--- src/rtl/mdr_mem_reader_pkg.sv ---
// Shared definitions for the MDR read path: FSM state encodings and default widths.
package mdr_mem_reader_pkg;

  localparam int unsigned RD_DATA_W = 32;
  localparam int unsigned RD_ADDR_W = 9;

  // Encoding 2'd3 is unused and is steered back to RD_IDLE by the FSM.
  typedef enum logic [1:0] {
    RD_IDLE = 2'd0,
    RD_REQ  = 2'd1,
    RD_DONE = 2'd2
  } rd_state_e;

endpackage

--- src/rtl/mdr_mem_reader_timeout_ctr.sv ---
// 8-bit saturating wait-cycle counter; flags expiry when the count reaches TIMEOUT-1.
module rd_timeout_ctr #(
  parameter int unsigned TIMEOUT = 15
) (
  input  logic clk,
  input  logic clr,
  input  logic sclr,
  input  logic en,
  output logic expired
);

  logic [7:0] count;

  always_ff @(posedge clk or negedge clr) begin
    if (!clr) begin
      count <= '0;
    end else if (sclr) begin
      count <= '0;
    end else if (en && (count != 8'hFF)) begin
      count <= count + 8'd1;
    end
  end

  assign expired = (count == 8'(TIMEOUT - 1));

endmodule

--- src/rtl/mdr_mem_reader.sv ---
// Memory read sequencer: latches MAR, runs a req/ack read with timeout and captures
// the returned word into the MDR; the MDR can also be loaded directly from the bus.
module mdr_mem_reader
  import mdr_mem_reader_pkg::*;
#(
  parameter int unsigned DATA_W  = RD_DATA_W,
  parameter int unsigned ADDR_W  = RD_ADDR_W,
  parameter int unsigned TIMEOUT = 15
) (
  input  logic              clk,
  input  logic              clr,
  input  logic              start,
  input  logic [ADDR_W-1:0] addr,
  input  logic [DATA_W-1:0] bus_in,
  input  logic              mdr_in,
  output logic              mem_req,
  output logic [ADDR_W-1:0] mem_addr,
  input  logic              mem_ack,
  input  logic [DATA_W-1:0] mem_data,
  output logic [DATA_W-1:0] mdr_q,
  output logic              busy,
  output logic              done,
  output logic              err
);

  rd_state_e state_q, state_d;
  logic      req_d, busy_d, done_d;
  logic      start_ok, in_req, expired;

  assign start_ok = (state_q == RD_IDLE) && start;
  assign in_req   = (state_q == RD_REQ);

  rd_timeout_ctr #(.TIMEOUT(TIMEOUT)) u_ctr (
    .clk     (clk),
    .clr     (clr),
    .sclr    (start_ok),
    .en      (in_req && !mem_ack),
    .expired (expired)
  );

  always_ff @(posedge clk or negedge clr) begin
    if (!clr) begin
      state_q <= RD_IDLE;
      mem_req <= 1'b0;
      busy    <= 1'b0;
      done    <= 1'b0;
    end else begin
      state_q <= state_d;
      mem_req <= req_d;
      busy    <= busy_d;
      done    <= done_d;
    end
  end

  always_comb begin
    state_d = state_q;
    case (state_q)
      RD_IDLE: if (start) state_d = RD_REQ;
      RD_REQ: begin
        if (mem_ack)      state_d = RD_DONE;
        else if (expired) state_d = RD_IDLE;
      end
      RD_DONE: state_d = RD_IDLE;
      default: state_d = RD_IDLE;
    endcase
  end

  // Outputs are decoded from the next state so they can be registered with it.
  always_comb begin
    req_d  = (state_d == RD_REQ);
    busy_d = (state_d != RD_IDLE);
    done_d = (state_d == RD_DONE);
  end

  always_ff @(posedge clk or negedge clr) begin
    if (!clr) begin
      mdr_q    <= '0;
      mem_addr <= '0;
      err      <= 1'b0;
    end else begin
      if (start_ok) begin
        mem_addr <= addr;
        err      <= 1'b0;
      end else if ((state_q == RD_IDLE) && mdr_in) begin
        mdr_q <= bus_in;
      end
      if (in_req && mem_ack) begin
        mdr_q <= mem_data;
      end else if (in_req && expired) begin
        err <= 1'b1;
      end
    end
  end

endmodule

--- config.mk ---
export PLATFORM = sky130hd
export DESIGN_NAME = mdr_mem_reader
export DESIGN_NICKNAME = d
export VERILOG_FILES = /design/src/rtl/mdr_mem_reader_pkg.sv /design/src/rtl/mdr_mem_reader_timeout_ctr.sv /design/src/rtl/mdr_mem_reader.sv
export SDC_FILE = /design/constraint.sdc
export NUM_CORES = 1
export LEC_CHECK = 0
export ABC_AREA = 1
export CAP_MARGIN = 20
export CORE_UTILIZATION = 42
export CTS_CLUSTER_DIAMETER = 60
export DETAILED_ROUTE_END_ITERATION = 8
export PLACE_DENSITY = 0.8
export SLEW_MARGIN = 20
export SYNTH_ARGS = -nofsm -noshare
export SYNTH_HDL_FRONTEND = slang
export SYNTH_SLANG_ARGS = --single-unit
--- constraint.sdc ---
create_clock -name clk -period 1.6 [get_ports clk]
set_input_delay 0.16 -clock clk [delete_from_list [all_inputs] [get_ports clk]]
set_output_delay 0.16 -clock clk [all_outputs]
set_load 0.05 [all_outputs]
## After elaboration in Yosys (flattened, before gate mapping)

Index checks and enable logic that the tools add are counted.

- Add/subtract/negate cells: 1
- Multipliers: 0
- Divide/modulo/power cells: 0
- $lt $le $gt $ge: 0
- Equal/unequal tests: 6
- Shift operators: 0
- Muxes and demuxes: 12
- Bitwise logic cells: 0
- Reduce and logical (&&, ||, !) cells: 12

Operators by type and width:

| kind | count |
|---|---|
| 2-to-1 mux 32 bit | 3 |
| 2-to-1 mux 8 bit | 2 |
| adder 8 x 1 -> 8 bit, second input constant | 1 |
| == test 8 x 4 -> 1 bit, second input constant | 1 |
| inequality test 8 bit, second input constant | 1 |
| logical AND 1 bit | 6 |
| 2-to-1 mux 2 bit | 3 |
| nonzero test 2 bit | 3 |
| == test 2 x 1 -> 1 bit, second input constant | 2 |
| one-hot mux 2 bit (2 select lines) | 1 |
| 2-to-1 mux 1 bit | 3 |
| == test 2 bit, second input constant | 1 |
| zero test 2 bit | 1 |
| inequality test 2 x 1 -> 1 bit, second input constant | 1 |
| AND reduction 2 bit | 1 |
| zero test 1 bit | 1 |

- Register bits: 55
- Bits in latches: 0
- Bits in writable memories: 0
- Bits in read-only memories: 0
- Output and inout bits: 45
- Memories kept: 0

## Longest topological paths before layout

- Depth in word-level cells: 5
- Mapped depth: 9

## By module

From an unflattened synthesis, not the netlist that was laid out.

- Cell total of the unflattened synthesis: 393
- Area total of the unflattened synthesis: 2912.8 um2

Modules (own cells, without submodules):

| module | instances | cells each | area each (um2) |
|---|---|---|---|
| mdr_mem_reader | 1 | 313 | 2378.5 |
| rd_timeout_ctr | 1 | 80 | 534.3 |

## Worst setup path before layout

No wires, ideal clock.

- Kind: register -> register
- Start point: register u_ctr.count[0]
- End point: register u_ctr.count[3]
- Setup time: 0.065 ns
- Arrival time: 1.126 ns
- Setup slack: 0.409 ns
- Stages on the path, launching flop included: 7
- Path buffers: 0
- Clock period less this slack: 1.191 ns
- Path through: dfrtp_1 -> ha_1 -> inv_1 -> nor2_1 -> a21oi_2 -> nand3_1 -> nand2_1

- Word-level cells in the longest chain between the ends: 3

RTL lines:

| what | line | source |
|---|---|---|
| start, declared | mdr_mem_reader_timeout_ctr.sv:12 | `logic [7:0] count;` |
| start signal, assigned | mdr_mem_reader_timeout_ctr.sv:20 | `count <= count + 8'd1;` |
| adder 8 x 1 -> 8 bit or inequality test 8 bit (tied branches) | mdr_mem_reader_timeout_ctr.sv:20, mdr_mem_reader_timeout_ctr.sv:19 |  |
| 2-to-1 mux 8 bit or logical AND 1 bit (tied branches) | mdr_mem_reader_timeout_ctr.sv:19 | `end else if (en && (count != 8'hFF)) begin` |
| 2-to-1 mux 8 bit or nonzero test 2 bit (tied branches) | - |  |

Parallel ways exist; a longest one is shown, timed or not. The select of a mux whose other input is x is not followed.
A chain may end at the register's enable or synchronous reset.

## Worst setup path in the final report

- Start point: register u_ctr.count[0]
- End point: register u_ctr.count[5]

Same word-level chain as after synthesis.

==> run summary <==
The worst setup slack after placement is ~0.17 ns. The post-route netlist has 14.2% of its cells at a drive strength greater than 1. Setup repair after global routing left no endpoint under its margin. Summing every instance area after synthesis gives roughly 0.0027 mm². The wire length of the first global-routing pass came out at 11600 µm. The die is around 83 µm tall.

The tree is rooted in a clkbuf_8. The number of hold-slack violations in the final timing report came out at 0. The H-tree generated during clock tree synthesis spans 2 levels.

The sequential-to-total area share from yosys stat is between 50% and 60%. The number of cells produced by synthesis came out at 377. The area inside the core boundary is 0.00631 mm².

The pre-antenna-repair detailed-routing pass consisted of 4 iterations. The number of max-cap violations is 0. The average wire per cell in the routed design came out at approximately 12 µm.

Across the whole layout, storage elements account for between 0.001 and 0.0015 mm². The total setup buffers inserted after CTS came out at 0. The total wirelength of the detailed-routed design came out at 6920 µm.

STA classifies the critical path endpoint as a flop. The mean number of vias per cell came out at roughly 4.8. The reported leakage power came out at about 2.2 nW. The maximum fanout along the worst path is 8.

The mean instance size in the synthesized netlist came out at 7.25 µm². For flop-to-flop paths, the worst setup slack is approximately 0.19 ns. The largest clock skew in the final design is 0.00716 ns.

Data on the critical path is required at its endpoint by around 1.9 ns. The total congestion overflow is 0. The placed wire-length estimate came out at a little over 5000 µm. The worst path uses between 80% and 90% of the clock period.

The final number of max-transition violations is 0. The final design instance area without fill came out at 0.00409 mm². The count of filler cells inserted in the layout came out at 549.

The flow ran to the end, and the final reports show no timing, DRC or antenna violations. In the global route stage, met2 resource usage came out at around two fifths. The register clock-pin slew on the reported worst setup and hold paths is 0.09 ns. The floorplan has 29 rows. The critical path startpoint category is a flop. The slew at the pin closest to its max-slew limit came out at between 0.4 and 0.5 ns. For this configuration, the core starts out at a cell density of between 40 and 50%. The critical path is of the flop to flop type.

The placement-stage cell area is about 0.0040 mm². The total track usage is roughly 22%. The first-iteration detailed-routing DRC count is 184.

The count of final setup violators is 0. Data on the critical path arrives at its endpoint at about 1.7 ns. The maximum operating frequency came out at around 0.7 GHz. The number of unique standard cell types used by synthesis came out at 22.

The smallest clock period supported by the final layout is computed as about 1.4 ns. The worst slew margin relative to its limit is approximately two thirds. The placer's final routability congestion estimate is around 0.84. In this run the remaining antenna-violating nets after routing total 0. The fraction of met3 tracks used by global routing came out at between 5 and 6%. The number of antenna violations at the first check in global routing came out at 0.

The DRC violation count after routing is 0. The net count of the mapped netlist is ~460. Summing all multi-input logic gate instances after layout gives roughly 0.0012 mm².

Once layout is complete, the utilization of the core stands at between 60% and 70%. The total power came out at roughly 7.5 mW. In this run the tool buffered the top-level ports with between 100 and 150 buffer cells. The number of synthesis warnings is 0. The number of global-route vias before repair is between 2000 and 3000. The layer flagged by global routing as most heavily used is met2.

Traced cell by cell, the critical path runs through ha_1 > inv_1 > nor2_1 > a21oi_2 > nand3_1 > nand2_1. The number of instances in the placed design came out at approximately 570. Hold is met by 0.373 ns. The cell area power density came out at about 1800 mW/mm². The buffer depth of the longest clock path came out at 2. The highest ir drop seen on vdd is 1.23 mV. The number of antenna repair diodes came out at 0. The longest individual stage delay on the worst path is 0.43 ns. The top-level I/O count came out at 123. The critical path's slowest cell is dfrtp_1.

TritonCTS built the clock tree. Buffers inserted during clock tree synthesis total 5. The growth of design area from synthesis to finish came out at 49.5%. The min-delay analysis places its worst path in the category primary input to asynchronous set/reset pin.

The number of synthesized register bits came out at 55. The source-to-sink clock delay at the later pin of the worst-skew pair came out at about 0.31 ns. The pin count of the biggest net entering global routing came out at 56. The global routing usage on met1 is a little over a quarter. The number of nets in the final layout is roughly 580.

The non-filler instance count after layout is 576. The worst path meets setup with 0.194 ns of slack. For this block, the via count after detailed routing is 2755.

The floorplan step defined a die boundary enclosing a little under 0.007 mm². The total clock sinks is 55. Measured along the x axis, the die boundary spans between 80 and 90 µm. The sum of negative setup slack came out at 0 ns.
==> synthesized netlist by cell type <==
master	instances	area (µm²)
xor2_1	1	8.76
nand2_2	2	12.5
or2_2	1	6.26
o21ai_0	1	5.00
dfrtp_1	55	1380
nor2_1	7	26.3
clkbuf_1	3	11.3
buf_4	1	7.51
nand4_1	1	6.26
nand2_1	210	788
nand3_1	58	290
nor2_2	1	6.26
a21oi_2	1	8.76
ha_1	2	25.0
nand3b_1	1	7.51
inv_1	12	45.0
buf_1	3	11.3
buf_2	13	65.1
o21bai_1	1	7.51
buf_6	1	11.3
inv_2	1	3.75
nor3_1	1	5.00
==> layer usage <==
layer / up-vias / part of all wire (%)
li1: 1407 / -
met5: - / 0
met1: 1255 / 43
met4: 0 / 1.1
met3: 9 / 5.4
met2: 84 / 50
==> power by group <==
| group | internal, mW | leakage [nW] | switching, mW |
|---|---|---|---|
| Combinational | 1.33 | 1.48 | 2.91 |
| Sequential | 1.95 | 0.695 | 0.359 |
| Clock | 0.507 | 0.0612 | 0.443 |
| Total | 3.78 | 2.23 | 3.71 |
==> path summary, 6_finish.rpt <==
path | to | startpoint | cells past startpoint
worst max-delay path | u_ctr.count[5] | u_ctr.count[0] | 6
worst min register to register | mem_addr[3] | mem_addr[3] | 2
worst min-delay path | mem_addr[8] | clr | 3
min in group clk | mem_addr[2] | addr[2] | 3
worst max register to register | u_ctr.count[5] | u_ctr.count[0] | 6
max in group asynchronous | mdr_q[10] | clr | 3
==> cells in the final DEF (no fill, tap or decap) <==
master,synthesis,routed
nor3_1,1,1
nand4_1,1,1
nor2_1,7,7
nand3_1,58,58
buf_12,0,3
buf_2,13,1
nand2_2,2,2
bufinv_16,0,1
clkinv_2,0,1
xor2_1,1,1
nor2_2,1,1
buf_4,1,53
ha_1,2,2
o21ai_0,1,1
o21bai_1,1,1
nand2_1,210,210
inv_1,12,12
nand3b_1,1,1
dlymetal6s2s_1,0,1
inv_2,1,1
clkdlybuf4s50_1,0,76
dlygate4sd3_1,0,1
dfrtp_1,55,55
clkbuf_8,0,6
or2_2,1,1
a21oi_2,1,1
==> sequential cells by signal, summed over array words and instances (netlist names) <==
name,cells
mdr_q,32
mem_req,1
done,1
err,1
mem_addr,9
busy,1
state_q,2
u_ctr.count,8
==> worst max-delay path, delay by kind of cell (launching register included) <==
family / cells / cell delay, ns
AO/OA/AOI/OAI: 1 / 0.34
buffers and inverters: 1 / 0.06
flip-flops: 1 / 0.43
AND/OR/NAND/NOR: 3 / 0.28
adder cells (fa/ha/maj): 1 / 0.24
==> what timing repair did <==
item                                    4_1_cts  5_1_grt
resized for setup                             0        1
endpoints found under the setup margin        0        1
hold buffers                                  1        0
endpoints found under the hold margin        55        0
==> area by class of cell <==
class,count,share of cell area [%]
Clock buffer,6,2.02
Multi-Input combinational cell,288,29.4
Tap cell,77,2.36
Sequential cell,55,33.7
Inverter,13,1.19
Timing Repair Buffer,135,30.5
Clock inverter,2,0.857
==> logic make-up (layout without fill, tap and decap cells) <==
logic type / after synthesis / after routing / synth area share [%]
AOI/OAI and AO/OA: 3 / 3 / 0.778
xor gates and xnor gates: 1 / 1 / 0.320
adders and majority gates: 2 / 2 / 0.915
buffers and inverters: 34 / 156 / 5.67
DFF: 55 / 55 / 50.3
and+or+nand+nor: 282 / 282 / 42.0
No activity file was read; power rests on OpenSTA's default activity.
